<file path="src/rtl/keypad_entry.sv">
// keypad_entry: debounced ten-key digit entry for a cooker timer.
// Each accepted key press shifts one digit into an M:ST:SO time display.
//
// State table
//   state      | meaning
//   IDLE       | no key down; waiting for a non-zero keypad sample
//   PRESS_DB   | pattern latched; counting identical samples until accepted
//   HELD       | press accepted; ignoring activity until all keys released
//   RELEASE_DB | counting consecutive all-zero samples before re-arming
//
// Ports
//   clock        system clock, rising edge
//   clearn       asynchronous active-low reset
//   keypad       raw key lines, bit k = digit k, asynchronous to clock
//   entry_en     high = accepted presses update the time
//   clr_digits   synchronous clear of the entered time
//   mins         BCD minutes digit
//   sec_tens     BCD tens-of-seconds digit
//   sec_ones     BCD ones-of-seconds digit
//   key_valid    one-cycle pulse when a digit is shifted in
//   key_reject   one-cycle pulse when a press is refused by the range rule
//   time_nonzero high when any digit is non-zero
module keypad_entry #(
    parameter int DEBOUNCE_CYCLES = 3
) (
    input  logic       clock,
    input  logic       clearn,
    input  logic [9:0] keypad,
    input  logic       entry_en,
    input  logic       clr_digits,
    output logic [3:0] mins,
    output logic [3:0] sec_tens,
    output logic [3:0] sec_ones,
    output logic       key_valid,
    output logic       key_reject,
    output logic       time_nonzero
);

    typedef enum logic [1:0] {
        IDLE       = 2'd0,
        PRESS_DB   = 2'd1,
        HELD       = 2'd2,
        RELEASE_DB = 2'd3
    } state_t;

    localparam logic [3:0] DB_LIMIT = 4'(DEBOUNCE_CYCLES);

    logic [9:0] kp_meta;
    logic [9:0] kp_sync;
    state_t     state;
    state_t     state_nxt;
    logic [3:0] cnt;
    logic [3:0] cnt_nxt;
    logic [3:0] cnt_inc;
    logic [9:0] pat;
    logic [9:0] pat_nxt;
    logic       accept;
    logic [3:0] digit;

    always_ff @(posedge clock or negedge clearn) begin
        if (!clearn) begin
            kp_meta <= '0;
            kp_sync <= '0;
        end else begin
            kp_meta <= keypad;
            kp_sync <= kp_meta;
        end
    end

    always_ff @(posedge clock or negedge clearn) begin
        if (!clearn) begin
            state <= IDLE;
            cnt   <= '0;
            pat   <= '0;
        end else begin
            state <= state_nxt;
            cnt   <= cnt_nxt;
            pat   <= pat_nxt;
        end
    end

    assign cnt_inc = cnt + 4'd1;

    // The counter holds the number of qualifying samples seen so far, so the
    // first sample counts as 1 and a limit of 1 accepts/releases immediately.
    always_comb begin
        state_nxt = state;
        cnt_nxt   = cnt;
        pat_nxt   = pat;
        accept    = 1'b0;
        case (state)
            IDLE: begin
                if (kp_sync != '0) begin
                    pat_nxt = kp_sync;
                    cnt_nxt = 4'd1;
                    if (DB_LIMIT <= 4'd1) begin
                        state_nxt = HELD;
                        accept    = 1'b1;
                        cnt_nxt   = '0;
                    end else begin
                        state_nxt = PRESS_DB;
                    end
                end
            end
            PRESS_DB: begin
                if (kp_sync != pat) begin
                    state_nxt = IDLE;
                    cnt_nxt   = '0;
                end else if (cnt_inc >= DB_LIMIT) begin
                    state_nxt = HELD;
                    accept    = 1'b1;
                    cnt_nxt   = '0;
                end else begin
                    cnt_nxt = cnt_inc;
                end
            end
            HELD: begin
                if (kp_sync == '0) begin
                    if (DB_LIMIT <= 4'd1) begin
                        state_nxt = IDLE;
                        cnt_nxt   = '0;
                    end else begin
                        state_nxt = RELEASE_DB;
                        cnt_nxt   = 4'd1;
                    end
                end
            end
            RELEASE_DB: begin
                if (kp_sync != '0) begin
                    state_nxt = HELD;
                    cnt_nxt   = '0;
                end else if (cnt_inc >= DB_LIMIT) begin
                    state_nxt = IDLE;
                    cnt_nxt   = '0;
                end else begin
                    cnt_nxt = cnt_inc;
                end
            end
            default: begin
                state_nxt = IDLE;
                cnt_nxt   = '0;
            end
        endcase
    end

    // Acceptance only happens while kp_sync equals the latched pattern (or is
    // the first sample), so encoding kp_sync gives the pressed digit.
    always_comb begin
        digit = '0;
        for (int k = 0; k < 10; k++) begin
            if (kp_sync[k]) digit = 4'(k);
        end
    end

    always_ff @(posedge clock or negedge clearn) begin
        if (!clearn) begin
            mins       <= '0;
            sec_tens   <= '0;
            sec_ones   <= '0;
            key_valid  <= 1'b0;
            key_reject <= 1'b0;
        end else begin
            key_valid  <= 1'b0;
            key_reject <= 1'b0;
            if (accept && entry_en) begin
                // A ones digit above 5 would become an illegal tens-of-seconds.
                if (sec_ones > 4'd5) begin
                    key_reject <= 1'b1;
                end else begin
                    key_valid <= 1'b1;
                    mins      <= sec_tens;
                    sec_tens  <= sec_ones;
                    sec_ones  <= digit;
                end
            end
            if (clr_digits) begin
                mins     <= '0;
                sec_tens <= '0;
                sec_ones <= '0;
            end
        end
    end

    assign time_nonzero = (mins != '0) || (sec_tens != '0) || (sec_ones != '0);

endmodule

</file>
<file path="config.mk">
export PLATFORM = sky130hd
export DESIGN_NAME = keypad_entry
export DESIGN_NICKNAME = d
export VERILOG_FILES = /design/src/rtl/keypad_entry.sv
export SDC_FILE = /design/constraint.sdc
export NUM_CORES = 1
export LEC_CHECK = 0
export BUFFER_PORTS_ARGS = -buffer_cell sky130_fd_sc_hd__buf_2
export CORE_UTILIZATION = 45
export CTS_CLUSTER_SIZE = 25
export DETAILED_ROUTE_END_ITERATION = 8
export PLACE_DENSITY = 0.65
export SETUP_SLACK_MARGIN = 0.4
export SYNTH_ARGS = -nofsm -noshare
export SYNTH_HDL_FRONTEND = slang
export SYNTH_SLANG_ARGS = --single-unit
</file>
<file path="constraint.sdc">
create_clock -name clock -period 2.2 [get_ports clock]
set_input_delay 0.22 -clock clock [delete_from_list [all_inputs] [get_ports clock]]
set_output_delay 0.22 -clock clock [all_outputs]
set_load 0.005 [all_outputs]
</file>
==> results of run 1 <==
-- kinds of logic after synthesis --
| logic type | count (synthesis) | share of synthesized area |
|---|---|---|
| buffers and inverters | 10 | 0.0238 |
| adders and majority gates | 2 | 0.0122 |
| xor gates and xnor gates | 11 | 0.0471 |
| AOI/OAI and AO/OA | 19 | 0.0654 |
| and+or+nand+nor | 48 | 0.141 |
| DFF | 50 | 0.612 |
| muxes | 19 | 0.0985 |
-- area by class of cell --
class | count | share of cell area
Sequential cell | 50 | 0.484
Multi-Input combinational cell | 99 | 0.310
Timing Repair Buffer | 52 | 0.135
Clock buffer | 6 | 0.0319
Tap cell | 52 | 0.0251
Inverter | 5 | 0.00725
Clock inverter | 2 | 0.00628
-- synth_stat cells, types with 4 or more instances --
cell type,count,share of area
mux2_2,7,0.039
nand2_1,15,0.028
nor4_1,6,0.018
inv_1,5,0.0092
mux2i_1,10,0.049
a21oi_1,4,0.0098
nor2_1,6,0.011
dfrtp_1,50,0.61
nand3_1,4,0.0098
xor2_1,8,0.034
-- what timing repair did --
item | CTS | global route
gates resized for setup | 8 | 10
setup buffers | 8 | 2
hold buffers | 1 | 8
pin swaps | 5 | 7
gates cloned | 1 | 0
hold endpoints to repair | 13 | 8
setup endpoints to repair | 18 | 17
-- worst max-delay path by stage --
stage / endpoint / slack [ns] / cells after the start
3_5_place_dp: mins[0] / 0.26 / 6
3_3_place_gp: sec_ones[1] / 0.33 / 6
6_report: mins[0] / 0.37 / 6
4_1_cts: mins[0] / 0.38 / 6
2_1_floorplan: sec_ones[1] / 0.47 / 6
5_1_grt: mins[0] / 0.28 / 6
-- power by group through the flow --
stage	Sequential, mW	Combinational, mW	Clock (mW)
floorplan	1.00	0.0766	0
global placement	1.01	0.120	0
detailed placement	1.01	0.123	0
CTS	0.994	0.129	0.578
global route	1.00	0.155	0.626
finish	0.993	0.139	0.562
-- per-stage QoR --
stage	setup slack (ns)	hold slack, ns
2_1_floorplan	0.473	-0.0756
3_3_place_gp	0.334	0.117
3_5_place_dp	0.257	0.120
4_1_cts	0.382	0.00330
5_1_grt	0.285	0.00248
6_report	0.365	0.0191
-- cell usage in the layout, fill, tap and decap left out, types with 2 or more instances in the layout --
master	synthesis	layout
nand2_1	15	15
nand3_1	4	4
xnor2_1	3	3
dfrtp_1	50	49
mux2_1	2	2
nor4_1	6	3
nor4_2	2	5
o21ai_0	2	2
xor2_1	8	8
dlygate4sd3_1	0	9
nor2_1	6	6
inv_1	5	4
buf_4	0	13
a21oi_1	4	4
clkbuf_8	0	6
nor3_4	2	2
nand2b_1	3	3
a22o_1	2	2
a21boi_0	2	2
mux2i_1	10	9
a211oi_1	2	2
buf_2	3	28
and2_1	2	2
mux2_2	7	7
buf_6	1	2
-- worst max-delay path, cell delays in order (launching register included) --
cell	delay, ns
dfrtp_2	0.45
ha_2	0.20
and3b_2	0.22
a31o_4	0.27
nor3_4	0.22
buf_6	0.17
mux2i_2	0.22
-- sequential cells by signal (all words and copies together) (netlist names) --
signal / count
pat: 10
kp_sync: 10
cnt: 4
key_reject: 1
state: 2
kp_meta: 10
mins: 4
sec_ones: 4
sec_tens: 4
key_valid: 1
-- metal layers --
metal,track usage,wire (um),vias up
met2,0.284,1990,21
met4,0.0771,62,0
met1,0.222,1710,675
met3,0.0451,103,7
li1,-,-,661
met5,0,0,-
==> results by group, run 1 <==
Outcome
  • Result of the run: complete, no violations

Floorplanning
  • Standard-cell rows: 24
  • Die Height: ~69 um
  • Die Area: 4820 sq um
  • IO Pins: 29
  • Initial Util: 0.470
  • Core region area: roughly 4400 sq um
  • Die X-Extent: 69.4 um

Placement
  • HPWL Detailed: between 2000 and 3000 um
  • Cell Count Post-Placement: about 240
  • Post-placement cell area: between 2000 and 2500 sq um
  • Number of port buffers: 28
  • Placer Congestion: 0.888

Critical path
  • Destination of the worst register-to-register timing path: mins[0]
  • Signal arrival time at the worst endpoint: slightly above 2 ns
  • Sort of element at the start of the critical path: flop
  • Critical path start-end classification: reg2reg
  • Count of cells along the worst register-to-register path: 6
  • Worst reg2reg setup slack: roughly 0.37 ns
  • Start point of the critical path: cnt[1]
  • Endpoint required time on the critical path: approximately 2.4 ns
  • Worst reg2reg path startpoint: cnt[1]
  • Maximum fanout along the worst path: 6
  • Category of the worst setup path capture point: flop

Global routing
  • Pin count of the biggest net entering global routing: 38
  • Number of antenna violations at the first check in global routing: 0
  • Total routing resource utilization after global routing: 0.175
  • Total overflow reported by the global router: 0
  • First-pass GRT wire length: 6510 um
  • Via count of the first global-routing pass: 1355

Finish
  • Nets: 229
  • Design area: approximately 2600 sq um
  • Reg area: between 1000 and 1500 sq um
  • Antenna diodes: 0
  • Share of the core filled with cells: 0.595
  • Final non-filler cell total: 266
  • Fill cell total of the finished layout: roughly 360
  • Combined area of the multi-input logic cells: ~800 sq um
  • Area growth from synthesis to layout: 26.5%
  • Fraction of layout instances using a drive strength above 1: 0.364

Timing
  • Relative slew slack: 0.654
  • Setup TNS: 0 ns
  • RSZ-0062 raised after global routing: true
  • Max-slew violation count: 0
  • # setup viols final: 0
  • Endpoints failing hold: 0
  • Fraction of the cycle the final worst path needs: 0.834
  • Maximum operating frequency: ~0.55 GHz
  • Pin slew with the least headroom to its limit: between 0.5 and 0.6 ns
  • Clock skew after layout: about 0.0034 ns
  • Fin crit period: roughly 1.8 ns

Run
  • Max-capacitance violation count: 0

Yosys
  • Sequential-to-total area share from yosys stat: 0.612
  • Yosys Warn Count: 0
  • Synthesized area per cell: 12.9 sq um
  • Combined area of all synthesized cells: 2050 sq um
  • Net Count, Synth: around 180
  • Share of synthesized registers carrying an async set or reset: 1.00
  • Instance count of the mapped netlist: around 160
  • Number of flops mapped to enable cells by yosys: 0
  • Number of synthesized register bits: 50
  • Post-synth cell types: 39
  • Flip-flop cell with the highest count after synthesis: dfrtp_1

Clock network
  • Maximum count of clock buffers along a single path: 2
  • Maximum level of the CTS H-tree: 2
  • Cell at the root of the clock tree: clkbuf_8
  • TritonCTS Buffers: 5
  • Clock slew at the register clock pins of the worst setup and hold paths: 0.09 ns
  • Total number of clock tree sinks: 50
  • TritonCTS clock tree: built
  • Clock latency of the later-clocked register in the worst-skew pair: about 0.30 ns

Routing
  • ANT nets after route: 0
  • DRC violation count after routing: 0
  • Detail-routed net length per standard cell: between 10 and 15 um
  • Iteration-0 DRC Markers: 47
  • Total routed wirelength: 3870 um
  • First drt pass iteration count: 4
  • Avg Vias per Cell: 5.13
  • DR vias: 1364

Pwr
  • Worst vdd ir: a little over 0.0004 V
  • Switching power of the nets: 404 uW
  • Sequential Power Share: 0.586
  • Leak: around 1.2 nW
  • Power per cell area: roughly 650 nW/um^2
  • Fraction of power spent switching nets: 0.239
  • Clk network pwr share: 0.332
  • Combinational share of power: 0.082
  • Internal power of the cells: 1.29 mW
  • Total design power: 1.69 mW

Hold path
  • End of the worst hold path: kp_meta[1]
  • HP Class: in2reg
  • Startpoint of the lowest-slack hold path: keypad[1]
  • Number of cells on the worst hold path: 1
(Power assumes the default switching activity.)
==> run 2, diff against run 1 <==
ABC_AREA = 1   (was not set)
PLACE_DENSITY = not set   (was 0.65)
clock period = 1.8 ns   (was 2.2 ns; I/O delays follow)
==> results by group, run 2 <==
Timing
  • RSZ-0062 raised after global routing: true (unchanged)
  • Relative slew slack: 0.647 (was 0.654)
  • Pin slew with the least headroom to its limit: 0.529 ns (was 0.517 ns)
  • Clock skew after layout: 0.0112 ns (was 0.00344 ns)
  • # setup viols final: 0 (unchanged)
  • Fraction of the cycle the final worst path needs: 0.885 (was 0.834)
  • Setup TNS: 0 ns (unchanged)
  • Endpoints failing hold: 0 (unchanged)
  • Max-slew violation count: 0 (unchanged)
  • Maximum operating frequency: 0.628 GHz (was 0.545 GHz)
  • Fin crit period: 1.59 ns (was 1.83 ns)

Global routing
  • Pin count of the biggest net entering global routing: 23 (was 38)
  • First-pass GRT wire length: 7670 um (was 6510 um)
  • Met1 global-route usage: 0.252 (was 0.222)
  • Via count of the first global-routing pass: 1730 (was 1355)
  • Total routing resource utilization after global routing: 0.192 (was 0.175)
  • Total overflow reported by the global router: 0 (unchanged)
  • Number of antenna violations at the first check in global routing: 0 (unchanged)
  • Met3 Usage GRT: 0.0442 (was 0.0451)
  • Met2 usage: 0.302 (was 0.284)
  • Grt peak-use layer: met2 (unchanged)

Finish
  • Most used cells in the layout excluding fill and tap cells: 67 x nand2_1, 47 x dfrtp_1, 32 x inv_1 (was 49 x dfrtp_1, 28 x buf_2, 15 x nand2_1)
  • Combined area of the multi-input logic cells: 1080 sq um (was 803 sq um)
  • Antenna diodes: 0 (unchanged)
  • Top flop regs: kp_meta x10, kp_sync x10, pat x10 (unchanged)
  • Most common library cell in the layout ignoring fill and taps: nand2_1 (was dfrtp_1)
  • Reg area: 1250 sq um (about the same)
  • Area growth from synthesis to layout: 39.4% (was 26.5%)
  • Fill cell total of the finished layout: 389 (was 362)
  • Share of the core filled with cells: 0.661 (was 0.595)
  • Final non-filler cell total: 399 (was 266)
  • Nets: 347 (was 229)
  • Fraction of layout instances using a drive strength above 1: 0.413 (was 0.364)

Pwr
  • Leak: 1.63 nW (was 1.21 nW)
  • Worst vdd ir: 0.000539 V (was 0.000406 V)
  • Power per cell area: 813 nW/um^2 (was 655 nW/um^2)

Clock network
  • Cell at the root of the clock tree: clkbuf_8 (unchanged)
  • Total number of clock tree sinks: 50 (unchanged)
  • Clock latency of the later-clocked register in the worst-skew pair: 0.31 ns (was 0.30 ns)
  • TritonCTS clock tree: built (unchanged)
  • TritonCTS Buffers: 5 (unchanged)
  • Maximum count of clock buffers along a single path: 2 (unchanged)
  • Clock slew at the register clock pins of the worst setup and hold paths: 0.10 ns (was 0.09 ns)
  • Maximum level of the CTS H-tree: 2 (unchanged)

Yosys
  • Net Count, Synth: 281 (was 175)
  • Instance count of the mapped netlist: 265 (was 159)
  • Cell type with the largest total area after synthesis: dfrtp_1 (unchanged)
  • Yosys Warn Count: 0 (unchanged)
  • Top-area cell type share of the netlist area: 0.551 (was 0.612)
  • Biggest area contributors in the synthesized netlist: dfrtp_1 55%, nand2_1 15%, inv_1 6.0%, nor2_1 4.0%, nand3_1 2.9% (was dfrtp_1 61%, mux2i_1 4.9%, mux2_2 3.9%, xor2_1 3.4%, nand2_1 2.8%)
  • Synthesized area per cell: 8.56 sq um (was 12.9 sq um)
  • Number of synthesized register bits: 50 (unchanged)
  • Share of synthesized registers carrying an async set or reset: 1.00 (unchanged)
  • Sequential-to-total area share from yosys stat: 0.551 (was 0.612)
  • Most instantiated library cell after synthesis: nand2_1 (was dfrtp_1)
  • Synth cell count leaders: 90 x nand2_1, 50 x dfrtp_1, 36 x inv_1, 24 x nor2_1, 13 x nand3_1 (was 50 x dfrtp_1, 15 x nand2_1, 10 x mux2i_1, 8 x xor2_1, 7 x mux2_2)
  • Post-synth cell types: 27 (was 39)
  • Number of flops mapped to enable cells by yosys: 0 (unchanged)
  • Flip-flop cell with the highest count after synthesis: dfrtp_1 (unchanged)
  • Combined area of all synthesized cells: 2270 sq um (was 2050 sq um)

Floorplanning
  • IO Pins: 29 (unchanged)
  • Die X-Extent: 73.0 um (was 69.4 um)
  • Initial Util: 0.474 (was 0.470)
  • Standard-cell rows: 25 (was 24)
  • Die Area: 5330 sq um (was 4820 sq um)
  • Die Height: 73.0 um (was 69.4 um)
  • Core region area: 4790 sq um (was 4350 sq um)

Routing
  • Avg Vias per Cell: 4.73 (was 5.13)
  • DRC violation count after routing: 0 (unchanged)
  • First drt pass iteration count: 4 (unchanged)
  • Total routed wirelength: 4970 um (was 3870 um)
  • Iteration-0 DRC Markers: 103 (was 47)
  • ANT nets after route: 0 (unchanged)
  • Detail-routed net length per standard cell: 12.4 um (was 14.5 um)
  • DR vias: 1886 (was 1364)

Critical path
  • Count of cells along the worst register-to-register path: 9 (was 6)
  • Signal arrival time at the worst endpoint: 1.81 ns (was 2.06 ns)
  • Slowest stage delay, CP: 0.46 ns (was 0.45 ns)
  • Ordered cell list for the critical path: buf_4 -> nand4_1 -> nand2_2 -> a21boi_2 -> buf_4 -> nand4_4 -> buf_12 -> nand2_1 -> o21ai_2 (was ha_2 -> and3b_2 -> a31o_4 -> nor3_4 -> buf_6 -> mux2i_2)
  • Category of the worst setup path capture point: flop (unchanged)
  • Endpoint required time on the critical path: 2.02 ns (was 2.42 ns)
  • Critical-path top delay cell: dfrtp_2 (unchanged)
  • Sort of element at the start of the critical path: flop (unchanged)
  • Critical path start-end classification: reg2reg (unchanged)
  • Maximum fanout along the worst path: 15 (was 6)
  • Most Frequent Cell on Critical Path: buf_4

Outcome
  • Result of the run: complete, no violations (unchanged)

Placement
  • Cell Count Post-Placement: 360 (was 238)
  • Number of port buffers: 28 (unchanged)
  • HPWL Detailed: 3120 um (was 2640 um)
  • Placer Congestion: 0.788 (was 0.888)

Hold path
  • Number of cells on the worst hold path: 4 (was 1)
  • HP Class: in2reg (unchanged)

Run
  • Max-capacitance violation count: 0 (unchanged)
-- run 2: cell count changes after synthesis, moves of 6 or more --
cell     before  now
nand3_2       0    6
mux2i_1      10    0
inv_1         5   36
nor2_1        6   24
nand3_1       4   13
mux2_2        7    0
xor2_1        8    0
nand2_1      15   90
o21ai_0       2   11
-- run 2: routing by layer --
layer,part of all wire,vias to the layer above
met5,0,-
met1,0.47,890
met2,0.49,27
met4,0.015,0
met3,0.029,9
li1,-,960
-- run 2: worst paths after layout --
check | startpoint | end | slack [ns]
worst max-delay path | cnt[0] | sec_ones[1] | 0.21
worst min-delay path | clr_digits | mins[1] | 0.20
max in group asynchronous | clearn | cnt[1] | 0.84
min in group asynchronous | clearn | kp_meta[5] | 0.36
worst min register to register | kp_meta[9] | kp_sync[9] | 0.36
worst max register to register | cnt[0] | sec_ones[1] | 0.21
-- run 2: cell type report --
| class | instances | share of cell area |
|---|---|---|
| clock buffers | 5 | 0.0217 |
| clock inverters | 3 | 0.00909 |
| inverters | 37 | 0.0439 |
| multi-input cells | 173 | 0.342 |
| flip-flops and latches | 50 | 0.397 |
| well taps | 67 | 0.0265 |
| repair buffers | 64 | 0.160 |
-- run 2: logic make-up (layout without fill, tap and decap cells) --
kind of cell / after synthesis / after routing / synth area share
and+or+nand+nor: 149 / 149 / 0.302
DFF: 50 / 50 / 0.551
buffers and inverters: 42 / 109 / 0.0755
AOI/OAI and AO/OA: 22 / 22 / 0.0606
adders and majority gates: 2 / 2 / 0.0110
-- run 2: power breakdown --
part | switching [mW] | internal (mW) | leakage [nW]
sequential | 0.109 | 1.22 | 0.627
clock | 0.408 | 0.291 | 0.0506
combinational | 0.307 | 0.241 | 0.955
total | 0.823 | 1.75 | 1.63
-- run 2: worst max-delay path: cells and delay by family, from the launching register on --
family / cells / cell delay (ns)
AO/OA/AOI/OAI: 2 / 0.22
buffers and inverters: 3 / 0.47
flip-flops: 1 / 0.46
AND/OR/NAND/NOR: 4 / 0.33
-- run 2: what timing repair did --
| action | 4_1_cts | 5_1_grt |
|---|---|---|
| gates cloned | 0 | 3 |
| hold endpoints to repair | 30 | 0 |
| endpoints found under the setup margin | 30 | 31 |
| pin swaps | 13 | 21 |
| hold buffers | 11 | 0 |
| buffers inserted | 9 | 8 |
| resized for setup | 20 | 62 |
-- run 2: stage by stage --
step / worst slack, ns / total power, mW / area [sq um] / hold WS, ns
6_report: 0.208 / 2.57 / 3160 / 0.199
3_5_place_dp: 0.217 / 1.67 / 2510 / 0.178
2_1_floorplan: 0.352 / 1.55 / 2270 / -0.116
4_1_cts: 0.206 / 2.42 / 2860 / 0.195
3_3_place_gp: 0.225 / 1.66 / 2510 / 0.177
5_1_grt: 0.103 / 2.72 / 3160 / 0.216
==> run 3, diff against run 2 <==
==> constraint.sdc (replaced) <==
create_clock -name clock -period 1.8 [get_ports clock]
set_input_delay 0.09 -clock clock [delete_from_list [all_inputs] [get_ports clock]]
set_output_delay 0.09 -clock clock [all_outputs]
set_load 0.005 [all_outputs]
==> results by group, run 3 (same netlist as run 2, synthesis figures left out) <==
Outcome
  • Result of the run: complete, no violations (unchanged)

Floorplanning
  • Die X-Extent: 73.0 um (unchanged)
  • Initial Util: 0.474 (unchanged)
  • Die Height: 73.0 um (unchanged)
  • Standard-cell rows: 25 (unchanged)
  • Core region area: 4790 sq um (unchanged)
  • IO Pins: 29 (unchanged)
  • Die Area: 5330 sq um (unchanged)

Critical path
  • Maximum fanout along the worst path: 7 (was 15)
  • Slowest stage delay, CP: 0.48 ns (was 0.46 ns)
  • Start point of the critical path: cnt[1] (was cnt[0])
  • Sort of element at the start of the critical path: flop (unchanged)
  • Critical Path Sink: sec_ones[3] (was sec_ones[1])
  • Critical path start-end classification: reg2reg (unchanged)
  • Critical-path top delay cell: dfrtp_2 (unchanged)
  • Count of cells along the worst register-to-register path: 8 (was 9)
  • Worst reg2reg setup slack: 0.17 ns (was 0.21 ns)
  • Category of the worst setup path capture point: flop (unchanged)
  • Endpoint required time on the critical path: 2.05 ns (was 2.02 ns)
  • Signal arrival time at the worst endpoint: 1.87 ns (was 1.81 ns)
  • Worst reg2reg path startpoint: cnt[1] (was cnt[0])
  • Destination of the worst register-to-register timing path: sec_ones[3] (was sec_ones[1])
  • Ordered cell list for the critical path: ha_4 -> nor2_2 -> nor2_2 -> a21boi_4 -> nand3_2 -> nor2_4 -> nand3_2 -> nand2_1 (was buf_4 -> nand4_1 -> nand2_2 -> a21boi_2 -> buf_4 -> nand4_4 -> buf_12 -> nand2_1 -> o21ai_2)

Timing
  • Fraction of the cycle the final worst path needs: 0.903 (was 0.885)
  • Endpoints failing hold: 0 (unchanged)
  • Max-slew violation count: 0 (unchanged)
  • Relative slew slack: 0.595 (was 0.647)
  • Fin crit period: 1.63 ns (was 1.59 ns)
  • RSZ-0062 raised after global routing: true (unchanged)
  • # setup viols final: 0 (unchanged)
  • Pin slew with the least headroom to its limit: 0.607 ns (was 0.529 ns)
  • Maximum operating frequency: 0.615 GHz (was 0.628 GHz)
  • Setup TNS: 0 ns (unchanged)
  • Clock skew after layout: 0.00868 ns (was 0.0112 ns)

Placement
  • Cell Count Post-Placement: 359 (was 360)
  • HPWL Detailed: 2990 um (was 3120 um)
  • Number of port buffers: 28 (unchanged)
  • Placer Congestion: 0.769 (was 0.788)

Finish
  • Antenna diodes: 0 (unchanged)
  • Fill cell total of the finished layout: 377 (was 389)
  • Fraction of layout instances using a drive strength above 1: 0.424 (was 0.413)
  • Most used cells in the layout excluding fill and tap cells: 67 x nand2_1, 48 x dfrtp_1, 28 x buf_2 (was 67 x nand2_1, 47 x dfrtp_1, 32 x inv_1)
  • Most common library cell in the layout ignoring fill and taps: nand2_1 (unchanged)
  • Nets: 350 (was 347)
  • Top flop regs: kp_meta x10, kp_sync x10, pat x10 (unchanged)
  • Final non-filler cell total: 402 (was 399)
  • Area growth from synthesis to layout: 45.9% (was 39.4%)

Global routing
  • Number of antenna violations at the first check in global routing: 0 (unchanged)
  • Pin count of the biggest net entering global routing: 51 (was 23)
  • Total overflow reported by the global router: 0 (unchanged)
  • Total routing resource utilization after global routing: 0.210 (was 0.192)
  • First-pass GRT wire length: 8540 um (was 7670 um)
  • Via count of the first global-routing pass: 1849 (was 1730)

Pwr
  • Combinational share of power: 0.232 (was 0.213)
  • Internal power of the cells: 1.96 mW (was 1.75 mW)
  • Worst vdd ir: 0.000498 V (was 0.000539 V)
  • Switching power of the nets: 843 uW (was 823 uW)
  • Clk network pwr share: 0.294 (was 0.271)
  • Power per cell area: 846 nW/um^2 (was 813 nW/um^2)
  • Leak: 1.69 nW (was 1.63 nW)
  • Sequential Power Share: 0.474 (was 0.516)
  • Fraction of power spent switching nets: 0.301 (was 0.320)

Run
  • Max-capacitance violation count: 0 (unchanged)

Clock network
  • Maximum count of clock buffers along a single path: 2 (unchanged)
  • TritonCTS clock tree: built (unchanged)
  • Maximum level of the CTS H-tree: 2 (unchanged)
  • Cell at the root of the clock tree: clkbuf_8 (unchanged)
  • Total number of clock tree sinks: 50 (unchanged)
  • Clock latency of the later-clocked register in the worst-skew pair: 0.31 ns (about the same)
  • Clock slew at the register clock pins of the worst setup and hold paths: 0.10 ns (about the same)
  • TritonCTS Buffers: 5 (unchanged)

Routing
  • Total routed wirelength: 5220 um (was 4970 um)
  • Avg Vias per Cell: 4.83 (was 4.73)
  • Routed metal-1 wirelength: 2520 um (was 2330 um)
  • Routed length on met3: 129 um (was 144 um)
  • Iteration-0 DRC Markers: 111 (was 103)
  • First drt pass iteration count: 4 (unchanged)
  • Detail-routed net length per standard cell: 13.0 um (was 12.4 um)
  • DRC violation count after routing: 0 (unchanged)
  • Detailed-routed wire length on met2: 2520 um (was 2420 um)
  • DR vias: 1942 (was 1886)
  • Max Used Layer: met4 (unchanged)
  • ANT nets after route: 0 (unchanged)

Hold path
  • HP Class: in2reg (unchanged)
## run 3: cell types whose count changed in the layout (fill, tap and decap cells not counted), moves of 5 or more
cell,before,now
inv_2,5,11
nand2_4,4,12
nand2_2,20,12
inv_1,32,26
buf_4,19,14
## run 3: per-layer routing
metal / GRT usage / up-vias
met5: 0 / -
met4: 0.0501 / 0
met3: 0.0483 / 8
met2: 0.326 / 31
met1: 0.298 / 934
li1: - / 969
## run 3: critical path: cells and delay by family (launching register included)
kind                       cells  cell delay [ns]
AOI/OAI and AO/OA              1             0.19
and+or+nand+nor                6             0.71
DFF                            1             0.48
adders and majority gates      1             0.19
## run 3: cell type report
cell class | count | area, sq um | share of cell area
flip-flops and latches | 50 | 1250 | 0.379
clock inverters | 3 | 47.5 | 0.0144
multi-input cells | 173 | 1100 | 0.332
clock buffers | 5 | 68.8 | 0.0208
inverters | 37 | 139 | 0.0419
repair buffers | 67 | 619 | 0.187
well taps | 67 | 83.8 | 0.0253
## run 3: worst min path at each step
| stage | start | end | slack, ns | cells past startpoint |
|---|---|---|---|---|
| 2_1_floorplan | clearn | cnt[0] | -0.21 | 0 |
| 3_3_place_gp | keypad[4] | kp_meta[4] | 0.20 | 1 |
| 3_5_place_dp | keypad[7] | kp_meta[7] | 0.20 | 1 |
| 4_1_cts | clr_digits | mins[0] | 0.12 | 4 |
| 5_1_grt | clr_digits | sec_tens[1] | 0.16 | 4 |
| 6_report | clr_digits | sec_tens[2] | 0.16 | 4 |
## run 3: repair_timing
action	4_1_cts	5_1_grt
pin swaps	8	19
gates cloned	3	1
hold buffers	11	0
endpoints found under the hold margin	60	0
gates resized for setup	36	60
endpoints found under the setup margin	30	31
setup buffers	10	10
## run 3: power by group through the flow
stage	clock network (mW)	logic, mW	registers [mW]
floorplan	0	0.249	1.30
global placement	0	0.341	1.32
detailed placement	0	0.350	1.31
CTS	0.846	0.530	1.30
global route	0.895	0.717	1.34
finish	0.824	0.649	1.33
## run 3: stage by stage
step                       util  worst slack, ns  instance area (sq um)  hold slack [ns]  power, mW
after detailed placement  0.524            0.206                   2510            0.199       1.66
after global placement    0.524            0.219                   2510            0.197       1.66
final                     0.692            0.175                   3310            0.162       2.80
after global routing      0.692           0.0651                   3310            0.164       2.95
after CTS                 0.628            0.199                   3000            0.125       2.68
after floorplan               -            0.352                   2270           -0.206       1.55
